--- config.mk ---
export PLATFORM = sky130hd
export DESIGN_NAME = branch_target_table
export DESIGN_NICKNAME = d
export VERILOG_FILES = /design/src/rtl/branch_target_table.sv
export SDC_FILE = /design/constraint.sdc
export NUM_CORES = 1
export LEC_CHECK = 0
export CAP_MARGIN = 20
export CORE_ASPECT_RATIO = 0.9
export CORE_MARGIN = 2
export CORE_UTILIZATION = 64
export CTS_BUF_LIST = sky130_fd_sc_hd__clkbuf_4
export CTS_CLUSTER_DIAMETER = 80
export DETAILED_ROUTE_END_ITERATION = 12
export PLACE_DENSITY = 0.84
export SLEW_MARGIN = 10
export SYNTH_ARGS = -nofsm -noshare
export SYNTH_HDL_FRONTEND = slang
export SYNTH_SLANG_ARGS = --single-unit
--- constraint.sdc ---
create_clock -name clk -period 10.1 [get_ports clk]
set_input_delay 2.02 -clock clk [delete_from_list [all_inputs] [get_ports clk]]
set_output_delay 2.02 -clock clk [all_outputs]
set_load 0.05 [all_outputs]
--- src/rtl/branch_target_table.sv ---
// rtl/branch_target_table.sv - programmable branch-target table with registered lookup
// After reset an INIT sweep clears the array; lookups and writes are only honoured in RUN.
module branch_target_table #(
  parameter int D  = 10,
  parameter int AW = 4
) (
  input  logic          clk,
  input  logic          reset,
  input  logic          req_valid,
  output logic          req_ready,
  input  logic [AW-1:0] req_addr,
  input  logic [D-1:0]  req_pc,
  output logic          resp_valid,
  output logic [D-1:0]  resp_target,
  output logic          resp_hit,
  input  logic          wr_en,
  input  logic [AW-1:0] wr_addr,
  input  logic [D-1:0]  wr_data,
  input  logic          wr_rel,
  output logic          busy
);

  localparam int DEPTH = 2**AW;

  typedef enum logic {INIT = 1'b0, RUN = 1'b1} state_t;

  state_t        state, state_nxt;
  logic [AW-1:0] idx;

  logic          ent_valid [DEPTH];
  logic          ent_rel   [DEPTH];
  logic [D-1:0]  ent_data  [DEPTH];

  logic          accept;
  logic          bypass;
  logic          sel_valid;
  logic          sel_rel;
  logic [D-1:0]  sel_data;
  logic [D-1:0]  tgt_nxt;

  always_ff @(posedge clk or posedge reset) begin
    if (reset) state <= INIT;
    else       state <= state_nxt;
  end

  always_comb begin
    state_nxt = state;
    busy      = 1'b1;
    req_ready = 1'b0;
    case (state)
      INIT: if (idx == {AW{1'b1}}) state_nxt = RUN;
      RUN: begin
        busy      = 1'b0;
        req_ready = 1'b1;
      end
      default: state_nxt = INIT;
    endcase
  end

  always_ff @(posedge clk or posedge reset) begin
    if (reset)              idx <= '0;
    else if (state == INIT) idx <= idx + AW'(1);
  end

  // Storage has no reset: the sweep owns it during INIT, writers own it in RUN.
  always_ff @(posedge clk) begin
    if (state == INIT) begin
      ent_valid[idx] <= 1'b0;
      ent_rel[idx]   <= 1'b0;
      ent_data[idx]  <= '0;
    end else if (wr_en) begin
      ent_valid[wr_addr] <= 1'b1;
      ent_rel[wr_addr]   <= wr_rel;
      ent_data[wr_addr]  <= wr_data;
    end
  end

  assign accept = req_valid && req_ready;
  assign bypass = wr_en && (wr_addr == req_addr);

  // Same-index write in the lookup cycle is forwarded so the response sees the new entry.
  always_comb begin
    sel_valid = ent_valid[req_addr];
    sel_rel   = ent_rel[req_addr];
    sel_data  = ent_data[req_addr];
    if (bypass) begin
      sel_valid = 1'b1;
      sel_rel   = wr_rel;
      sel_data  = wr_data;
    end
    tgt_nxt = sel_data;
    if (!sel_valid)   tgt_nxt = req_pc + D'(1);
    else if (sel_rel) tgt_nxt = req_pc + sel_data;
  end

  always_ff @(posedge clk or posedge reset) begin
    if (reset) begin
      resp_valid  <= 1'b0;
      resp_target <= '0;
      resp_hit    <= 1'b0;
    end else begin
      resp_valid <= accept;
      if (accept) begin
        resp_target <= tgt_nxt;
        resp_hit    <= sel_valid;
      end
    end
  end

endmodule

After elaboration in Yosys (flattened, before gate mapping):

Memories as Yosys holds them, arrays and structs flattened.
Cells that the tools add are included.

* add/sub/neg operators: 3
* $mul: 0
* div/mod/pow operators: 0
* $lt $le $gt $ge: 0
* equal/unequal tests: 2
* shift-type cells: 0
* multiplexer cells: 21
* bitwise operators: 0
* reduce and logical (&&, ||, !) cells: 5

Operators by type and width (number)
* $mux W10: 4
* $mux W1: 14
* $mux W4: 3
* $add A10 B1 Y10 const B: 1
* $add A10 B10 Y10: 1
* $reduce_or A10 Y1: 1
* $add A4 B1 Y4 const B: 1
* $eq A4 B4 Y1: 1
* $eq A4 B4 Y1 const B: 1
* $logic_and A1 B1 Y1: 2
* $reduce_or A1 Y1: 2

* bits in registers: 17
* latch bits: 0
* RAM bits: 192
* bits in read-only memories: 0
* output and inout port bits: 14
* word-level logic and storage cells: 39
* memories: 3

Memories
* ent_data: words 16, bits a word 10, rd ports 1, clocked after Yosys merged registers in 0, write ports 1, line 32 `logic [D-1:0] ent_data [DEPTH];`
* ent_rel: words 16, bits a word 1, rd ports 1, clocked after Yosys merged registers in 0, write ports 1, line 31 `logic ent_rel [DEPTH];`
* ent_valid: words 16, bits a word 1, rd ports 1, clocked after Yosys merged registers in 0, write ports 1, line 30 `logic ent_valid [DEPTH];`

Logic depth before layout (Yosys ltp):

Gate-level depths: netlist (run 1).

* word-level depth: 6
* depth in mapped cells: 16
* gate-level depth less buffers: 14

Worst setup path after synthesis (run 1):

No wires, ideal clock.

* kind: input -> register
* from: input req_addr[0]
* to: register resp_target[8]
* data arrival time: 5.709 ns
* setup slack: 4.265 ns
* stages on the path: 16
* buffers on the path: 3
* cells stage by stage: buf_6 -> buf_12 -> buf_2 -> mux4_2 -> mux4_2 -> inv_1 -> o21ai_0 -> ha_1 -> fa_1 -> a211oi_1 -> o21bai_1 -> a2111oi_0 -> nor3_1 -> xnor2_1 -> o21ai_1 -> a221o_1

* word-level cells in the longest chain between the ends: 6
* elaborated cells between the ends (all ways): 11
* those cells by class: add/sub: 1; eq/ne: 1; mux: 5; reduce/logical: 1; memory: 3

RTL lines
* start: declaration: line 11 `input logic [AW-1:0] req_addr,`
* branches (longest 5 deep; another with $mem_v2 Z16 W10)
* $mux W10 (*): line 92 `if (!sel_valid) tgt_nxt = req_pc + D'(1);`
* end signal: assignment: line 104 `resp_target <= tgt_nxt;`
* end: declaration: line 14 `output logic [D-1:0] resp_target,`

Mark *: on every way between the ends.
A chain may end at the register's enable or synchronous reset.

Worst setup path after layout (run 1):

Same ends and word-level chain as after synthesis.

==> results.cfg, run 1 <==
[critical_path]
max_stage_delay_ns = 0.70
cp-start-kind = input pin
cpMaxStageDelayCell = buf_2
cp_max_fo = 26
end_kind = flop
cp.arrival_ns = 6.85
required_ns = 10.64
crit_chain = buf_2, buf_4, mux4_1, mux4_2, mux2_2, ha_1, a211oi_1, o21bai_1, a2111oi_0, nor3_1, xnor2_1, o21ai_1, a221o_1
path_class = input pin to flop

[floorplan]
initial_core_util = 0.6528
row_count = 41
die_y_um = 117.2
die_width_um = 129.8
io_pins = 47
die_area_um2 = 15200
fp.coreArea_um2 = 13950

[layout]
regArea_um2 = 6191
design_area_um2 = 10370
drive_above_1_share = 0.2617
fillers = 828
area_growth_pct = 13.89
multi_input_area_um2 = 2755
num-nets-final = 626
antenna_cells = 0

[pwr]
p_seq_frac = 0.524
vdd_drop_max_mv = 0.1355
p_int_w = 0.001389
power.total_w = 0.001836
switching_share = 0.2436
comb_power_share = 0.111
p_leak_nw = 3.792
p_clk_frac = 0.365
powerDensity_nw_per_um2 = 177.0
p_sw_w = 0.0004473

[synth]
synth_top_area_frac = 0.6330
ys_ff_latch = 209
synth_seq_area_share = 0.6797
async_reset_ff_frac = 0.08134
yosysMostFrequentCell = edfxtp_1
synth.area.top_cells = edfxtp_1 (63%), mux4_2 (11%), dfrtp_1 (4.7%), mux4_1 (3.8%), ha_1 (1.5%)
synth_warnings = 0
synth_edf_count = 192
ys_types = 47
syn_inst = 497
synth_top_cells_by_count = edfxtp_1 (192), mux4_2 (46), nor2_1 (34)
synth_flop_cell = edfxtp_1
yosys.area.top_type = edfxtp_1
syn_area_um2 = 9109
synth_area_per_cell_um2 = 18.33
synth_nets = 542

[timing]
layout_min_cycle_time_ns = 6.316
maxSlewHeadroom = 0.2705
setup_tns_ns = 0
grt_setup_unrepaired = false
hold_viol = 0
timing.final.crit_share = 0.6254
setup_viol = 0
fmax_mhz = 158.3
fin_skew_ns = 0.04286
slew_violations = 0
tightest_slew_ns = 1.093

[clocking]
postCtsSetupRepairBufs = 0
path_clk_slew_ns = 0.07
cts_buffer_depth = 3
clock-sinks = 209
cts-buffers-inserted = 49
cts-htree-levels = 2
cts_tree = yes
cts_root_buf = clkbuf_4
insertion_delay_ns = 0.66
cts_hold_buf = 0
ctsResizeCount = 0

[drt]
vias = 5276
drt_first_pass_iters = 5
wire_per_inst_um = 24.82
totalWireLength_um = 20150
drt.antenna.violating_nets = 0
viasPerCell = 6.498
drc = 0
drt-initial-drc-count = 579

[grt]
antenna_found_initial = 0
grt_pass1_wl_um = 30330
grt-ovfl-total = 0
grt_pass1_vias = 5259
grt_max_degree = 49
grtUsageTotal = 0.2795

[placed_design]
place_hpwl_um = 12010
gp_congestion = 0.8816
placed_area_um2 = 9736
numPortBuffers = 46

[status]
status = completed

[worst_hold_path]
min-delay-path-class = flop to flop

[flow_run]
cap_violations = 0
## flip-flops by register name (all words and copies together), names as in the netlist
signal,cells
ent_valid,16
resp_hit,1
ent_data,160
ent_rel,16
state,1
idx,4
resp_target,10
resp_valid,1
## final timing paths
check                                from             end  slack, ns  depth (start not counted)
max reg2reg                ent_data[7][0]  resp_target[8]       6.01                         13
min                        resp_target[9]  resp_target[9]       0.50                          2
max                           req_addr[0]  resp_target[8]       3.78                         13
min in group asynchronous           reset  resp_target[8]       1.77                          2
min reg2reg                resp_target[9]  resp_target[9]       0.50                          2
max in group asynchronous           reset  resp_target[4]       7.89                          2
## cells in the final DEF (no fill, tap or decap), types with 10 or more instances in the layout
cell type	Yosys	routed
nor2_1	34	22
ha_1	11	11
xnor2_1	10	10
clkdlybuf4s50_1	0	44
nor2_2	0	12
dfrtp_1	17	17
xor2_1	10	10
mux4_1	13	13
mux4_2	46	46
nor3_1	12	12
and3_1	12	12
clkbuf_4	1	78
a21oi_1	11	11
nand2_1	18	18
edfxtp_1	192	192
## area by class of cell
class	count	area share
Sequential cell	209	0.5968
Multi-Input combinational cell	258	0.2656
Clock buffer	78	0.05645
Timing Repair Buffer	55	0.04993
Tap cell	193	0.02328
Clock inverter	11	0.005066
Inverter	8	0.002895
## worst max-delay path: cells and delay by family
family                   cells  cell delay [ns]
AO/OA/AOI/OAI                5             1.43
XOR/XNOR                     1             0.19
adder cells (fa/ha/maj)      1             0.36
AND/OR/NAND/NOR              1             0.16
multiplexers                 3             1.42
buffers and inverters        2             1.24
## power by group through the flow
stage	Sequential (W)	Clock, W	Combinational (W)
floorplan	0.00101	0	0.000108
finish	0.000962	0.000671	0.000203
global route	0.000963	0.000724	0.000216
CTS	0.000962	0.000680	0.000202
detailed placement	0.000981	0	0.000201
global placement	0.000980	0	0.000194
## layer usage
metal  track usage  up-vias  share of wire
li1              -     2232              -
met1        0.3882     2638           0.39
met2        0.4363      368           0.48
met3       0.07545       38           0.11
met4        0.1054        0          0.022
met5             0        -              0
## through the flow
stage,setup WS [ns],cells,hold slack [ns],utilization
5_1_grt,3.543,812,0.5211,0.7435
3_3_place_gp,3.388,723,0.4639,0.6977
6_report,3.784,812,0.4980,0.7435
2_1_floorplan,4.265,497,0.4871,-
3_5_place_dp,3.272,723,0.4801,0.6977
4_1_cts,3.954,812,0.4946,0.7435
## cells by family after synthesis
group           share of synthesized area
compound gates                    0.04011
xor+xnor                          0.01923
fa+ha+maj                         0.01731
buf+inv                           0.02116
flops                              0.6797
mux                                0.1692
simple gates                      0.05330
Note: power is estimated with default switching activity, not from simulation.
==> inputs of run 2 (changes only) <==
- CORE_UTILIZATION: 64 -> 56
- PLACE_DENSITY: 0.84 -> 0.78
- clock period: 10.1 -> 5.64 ns (I/O delays scaled with it)
==> run 2 against run 1 <==
Effect of this change: first-iteration DRC count shrank 11%; worst hold slack lost 0.0046 ns; final cell count increased by 3.4%; die area up 14%; combinational power increased by 81%; count of clock-buffer cells in the layout fell by 9; worst setup slack got worse by 2.7 ns; core utilization decreased by 9.0 points; largest cell class unchanged.
==> results.cfg, run 2 (synthesis results as in run 1) <==
[placed_design]
gp_congestion = 0.8632
place_hpwl_um = 12580
dp_cells = 746
numPortBuffers = 46

[timing]
layout_min_cycle_time_ns = 4.545
slew_violations = 0
fin_skew_ns = 0.03955
setup_viol = 0
setup_tns_ns = 0
timing.final.crit_share = 0.8059
grt_setup_unrepaired = false
hold_viol = 0
maxSlewHeadroom = 0.2954
tightest_slew_ns = 1.056
whs_ns = 0.4934
fmax_mhz = 220.0

[layout]
drive_above_1_share = 0.2654
stdcell_count = 840
area_growth_pct = 14.93
num-nets-final = 637
layout_common_cells = edfxtp_1 (192), clkbuf_4 (69), mux4_2 (46), clkdlybuf4s50_1 (44), nor2_1 (20)
reg.largest.list = ent_data: 160 flops, ent_rel: 16 flops, ent_valid: 16 flops
largest_register_ff_count = 160
regMostFlops = ent_data
antenna_cells = 0
final_common_cell = edfxtp_1

[drt]
wl_met3_um = 1607
drt_first_pass_iters = 4
drt-initial-drc-count = 518
totalWireLength_um = 20110
wire_per_inst_um = 23.94
met1_length_um = 8177
drt.antenna.violating_nets = 0
vias = 5247
viasPerCell = 6.246
drc = 0
highest_layer = met4
met2_length_um = 9905

[pwr]
p_seq_frac = 0.528
comb_power_share = 0.113
powerDensity_nw_per_um2 = 312.0
switching_share = 0.2531
vdd_drop_max_mv = 0.2116
p_clk_frac = 0.360
p_sw_w = 0.0008267
p_leak_nw = 3.822
p_int_w = 0.002440

[critical_path]
path_class = input pin to flop
required_ns = 6.21
cp-start-kind = input pin
ff2ff_path_depth = 13
r2r_start = ent_data[13][0]
crit_start = req_addr[0]
cp_max_fo = 14
end_kind = flop
cp.arrival_ns = 5.11

[clocking]
insertion_delay_ns = 0.68
cts_root_buf = clkbuf_4
cts_hold_buf = 0
cts-htree-levels = 2
cts_tree = yes
cts-buffers-inserted = 51
cts_buffer_depth = 3
postCtsSetupRepairBufs = 0
path_clk_slew_ns = 0.06
clock-sinks = 209
ctsResizeCount = 0

[grt]
grt_max_degree = 26
grtUsageTotal = 0.2371
grt-ovfl-total = 0
antenna_found_initial = 0
grt_pass1_vias = 5239
grt_pass1_wl_um = 30530

[flow_run]
cap_violations = 0

[floorplan]
die_width_um = 138.4
die_y_um = 125.0
initial_core_util = 0.5686
row_count = 44
die_area_um2 = 17300
io_pins = 47
fp.coreArea_um2 = 16020

[worst_hold_path]
hold_depth = 1
min-delay-path-class = flop to flop
hold_start = resp_hit

[status]
status = completed
## run 2: routing by layer
layer | GRT usage | vias up
met2 | 0.3818 | 268
met3 | 0.05132 | 37
met5 | 0 | -
met4 | 0.08343 | 0
li1 | - | 2274
met1 | 0.3277 | 2668
## run 2: worst paths after layout
kind                                   to  slack, ns
max                        resp_target[8]       1.09
min                              resp_hit       0.49
min in group asynchronous          idx[1]       0.83
max in group asynchronous  resp_target[6]       4.37
min reg2reg                      resp_hit       0.49
max reg2reg                resp_target[8]       1.68
## run 2: final cells by class
type | count | area, um2
clock buffers | 69 | 518.0
clock inverters | 25 | 112.6
fillers | 1081 | 5552
inverters | 8 | 30.03
multi-input cells | 258 | 2760
flip-flops and latches | 209 | 6191
well taps | 207 | 259.0
repair buffers | 64 | 598.1
## run 2: metrics by stage
step | area, um2 | utilization | total power (W) | setup WS (ns)
3_5_place_dp | 9838 | 0.6141 | 0.002123 | 0.4020
2_1_floorplan | 9109 | - | 0.002002 | 0.6970
3_3_place_gp | 9838 | 0.6141 | 0.002114 | 0.4738
4_1_cts | 10470 | 0.6535 | 0.003293 | 1.116
5_1_grt | 10470 | 0.6535 | 0.003396 | 0.8927
6_report | 10470 | 0.6535 | 0.003267 | 1.095
## run 2: critical path: stages
cell and delay (ns):
buf_2 0.39, buf_4 0.27, mux4_1 0.56, mux4_2 0.46, mux2_2 0.30, ha_1 0.35
a211oi_1 0.30, o21bai_1 0.14, a2111oi_0 0.49, nor3_1 0.13, xnor2_1 0.16, o21ai_1 0.07
a221o_1 0.33
## run 2: power groups by stage
| stage | Clock [W] | Sequential, W | Combinational (W) |
|---|---|---|---|
| 4_1_cts | 0.00120 | 0.00172 | 0.000368 |
| 5_1_grt | 0.00128 | 0.00172 | 0.000394 |
| 3_3_place_gp | 0 | 0.00176 | 0.000359 |
| 3_5_place_dp | 0 | 0.00176 | 0.000367 |
| 2_1_floorplan | 0 | 0.00181 | 0.000194 |
| 6_report | 0.00118 | 0.00172 | 0.000368 |
==> inputs of run 3 (changes only) <==
- clock period: 5.64 -> 4.1 ns (I/O delays scaled with it)
==> run 3 against run 2 <==
Effect of this change: via count is 3.2% higher; design area is 3.6% higher; flip-flop and latch count stayed put; worst setup slack worse by 0.89 ns; critical path depth is 2 higher; final cell count is 5.0% higher; register-to-register slack worse by 1.3 ns; total power is 39% higher; sequential power is 38% higher; non-clock buffer count is 47 higher; critical path type unchanged; clock skew is 0.019 ns higher.
==> results.cfg, run 3 (synthesis results as in run 1) <==
[status]
status = completed

[layout]
drive_above_1_share = 0.2963
antenna_cells = 0
fillers = 1039
regArea_um2 = 6191
area_growth_pct = 19.09
stdcell_count = 882
multi_input_area_um2 = 2735
layout_common_cells = edfxtp_1 (192), clkbuf_4 (70), buf_4 (58), mux4_2 (46), clkdlybuf4s50_1 (44)
regMostFlops = ent_data
num-nets-final = 683
fin_util = 0.6771
final_common_cell = edfxtp_1
largest_register_ff_count = 160
reg.largest.list = ent_data: 160 flops, ent_rel: 16 flops, ent_valid: 16 flops

[clocking]
ctsResizeCount = 0
insertion_delay_ns = 0.68
cts-htree-levels = 2
cts-buffers-inserted = 50
clock-sinks = 209
cts_root_buf = clkbuf_4
cts_tree = yes
path_clk_slew_ns = 0.06
cts_buffer_depth = 3
cts_hold_buf = 0
postCtsSetupRepairBufs = 0

[critical_path]
cp-start-kind = input pin
cp_max_fo = 8
end_kind = flop
cp.arrival_ns = 4.41
path_class = input pin to flop
required_ns = 4.61

[drt]
highest_layer = met4
wl_met3_um = 2132
drc = 0
totalWireLength_um = 21450
viasPerCell = 6.138
drt-initial-drc-count = 604
met2_length_um = 10560
vias = 5414
met1_length_um = 8450
wire_per_inst_um = 24.32
drt_first_pass_iters = 5
drt.antenna.violating_nets = 0

[floorplan]
fp.coreArea_um2 = 16020
die_area_um2 = 17300
row_count = 44
io_pins = 47
initial_core_util = 0.5686
die_width_um = 138.4
die_y_um = 125.0

[timing]
slew_violations = 0
whs_ns = 0.5023
fin_skew_ns = 0.05826
maxSlewHeadroom = 0.3376
layout_min_cycle_time_ns = 3.895
setup_ws_ns = 0.2045
timing.final.crit_share = 0.9501
tightest_slew_ns = 0.9936
fmax_mhz = 256.7
setup_viol = 0
hold_viol = 0
grt_setup_unrepaired = false

[pwr]
p_clk_frac = 0.356
vdd_drop_max_mv = 0.2687
switching_share = 0.2525
p_leak_nw = 4.081
comb_power_share = 0.123
p_int_w = 0.003395
powerDensity_nw_per_um2 = 418.7
p_seq_frac = 0.522
power.total_w = 0.004542
p_sw_w = 0.001147

[placed_design]
gp_congestion = 0.8896
dpl_worst_slack_ns = -0.3261
numPortBuffers = 46
place_hpwl_um = 13830
dp_cells = 793

[grt]
grt_pass1_wl_um = 32330
grt-ovfl-total = 0
grtUsageTotal = 0.2538
grt_max_degree = 26
antenna_found_initial = 0
grt_pass1_vias = 5588

[flow_run]
cap_violations = 0

[worst_hold_path]
min-delay-path-class = flop to flop
[run 3: worst max-delay path, cell delays in order]
cell and delay, ns:
buf_2 0.17, buf_12 0.16, mux4_2 0.51, mux4_2 0.50, inv_1 0.08, o21ai_0 0.09
ha_2 0.21, fa_2 0.35, a211oi_2 0.26, o21bai_1 0.14, a2111oi_0 0.43, nor3_1 0.11
xnor2_1 0.15, o21ai_1 0.07, a221o_1 0.33
[run 3: per-stage QoR]
step | setup TNS [ns] | cell area (um2)
6_report | 0 | 10850
5_1_grt | 0 | 10850
4_1_cts | 0 | 10850
3_5_place_dp | -1.145 | 10240
3_3_place_gp | -0.7539 | 10240
2_1_floorplan | -0.1204 | 9145
[run 3: per-layer routing]
metal,track usage,vias to the layer above
li1,-,2360
met3,0.06166,25
met5,0,-
met4,0.07443,0
met1,0.3564,2753
met2,0.4051,276
[run 3: cell type report]
class                           count  share of cell area
Clock buffer                       70             0.04844
Clock inverter                     19            0.007497
Inverter                            8            0.002768
Multi-Input combinational cell    258              0.2521
Sequential cell                   209              0.5707
Tap cell                          207             0.02388
Timing Repair Buffer              111             0.09458
[run 3: worst paths after layout]
check	start	to	slack (ns)	cells after the start
max in group asynchronous	reset	resp_target[1]	3.05	2
min	resp_hit	resp_hit	0.50	1
max	req_addr[0]	resp_target[8]	0.20	15
min in group asynchronous	reset	idx[3]	0.60	2
min reg2reg	resp_hit	resp_hit	0.50	1
max reg2reg	ent_data[6][0]	resp_target[8]	0.35	13
[run 3: power by group through the flow]
| stage | registers [W] | logic [W] | clock network (W) |
|---|---|---|---|
| floorplan | 0.00249 | 0.000273 | 0 |
| detailed placement | 0.00242 | 0.000552 | 0 |
| global route | 0.00237 | 0.000591 | 0.00176 |
| CTS | 0.00237 | 0.000555 | 0.00165 |
| global placement | 0.00241 | 0.000536 | 0 |
| finish | 0.00237 | 0.000557 | 0.00162 |
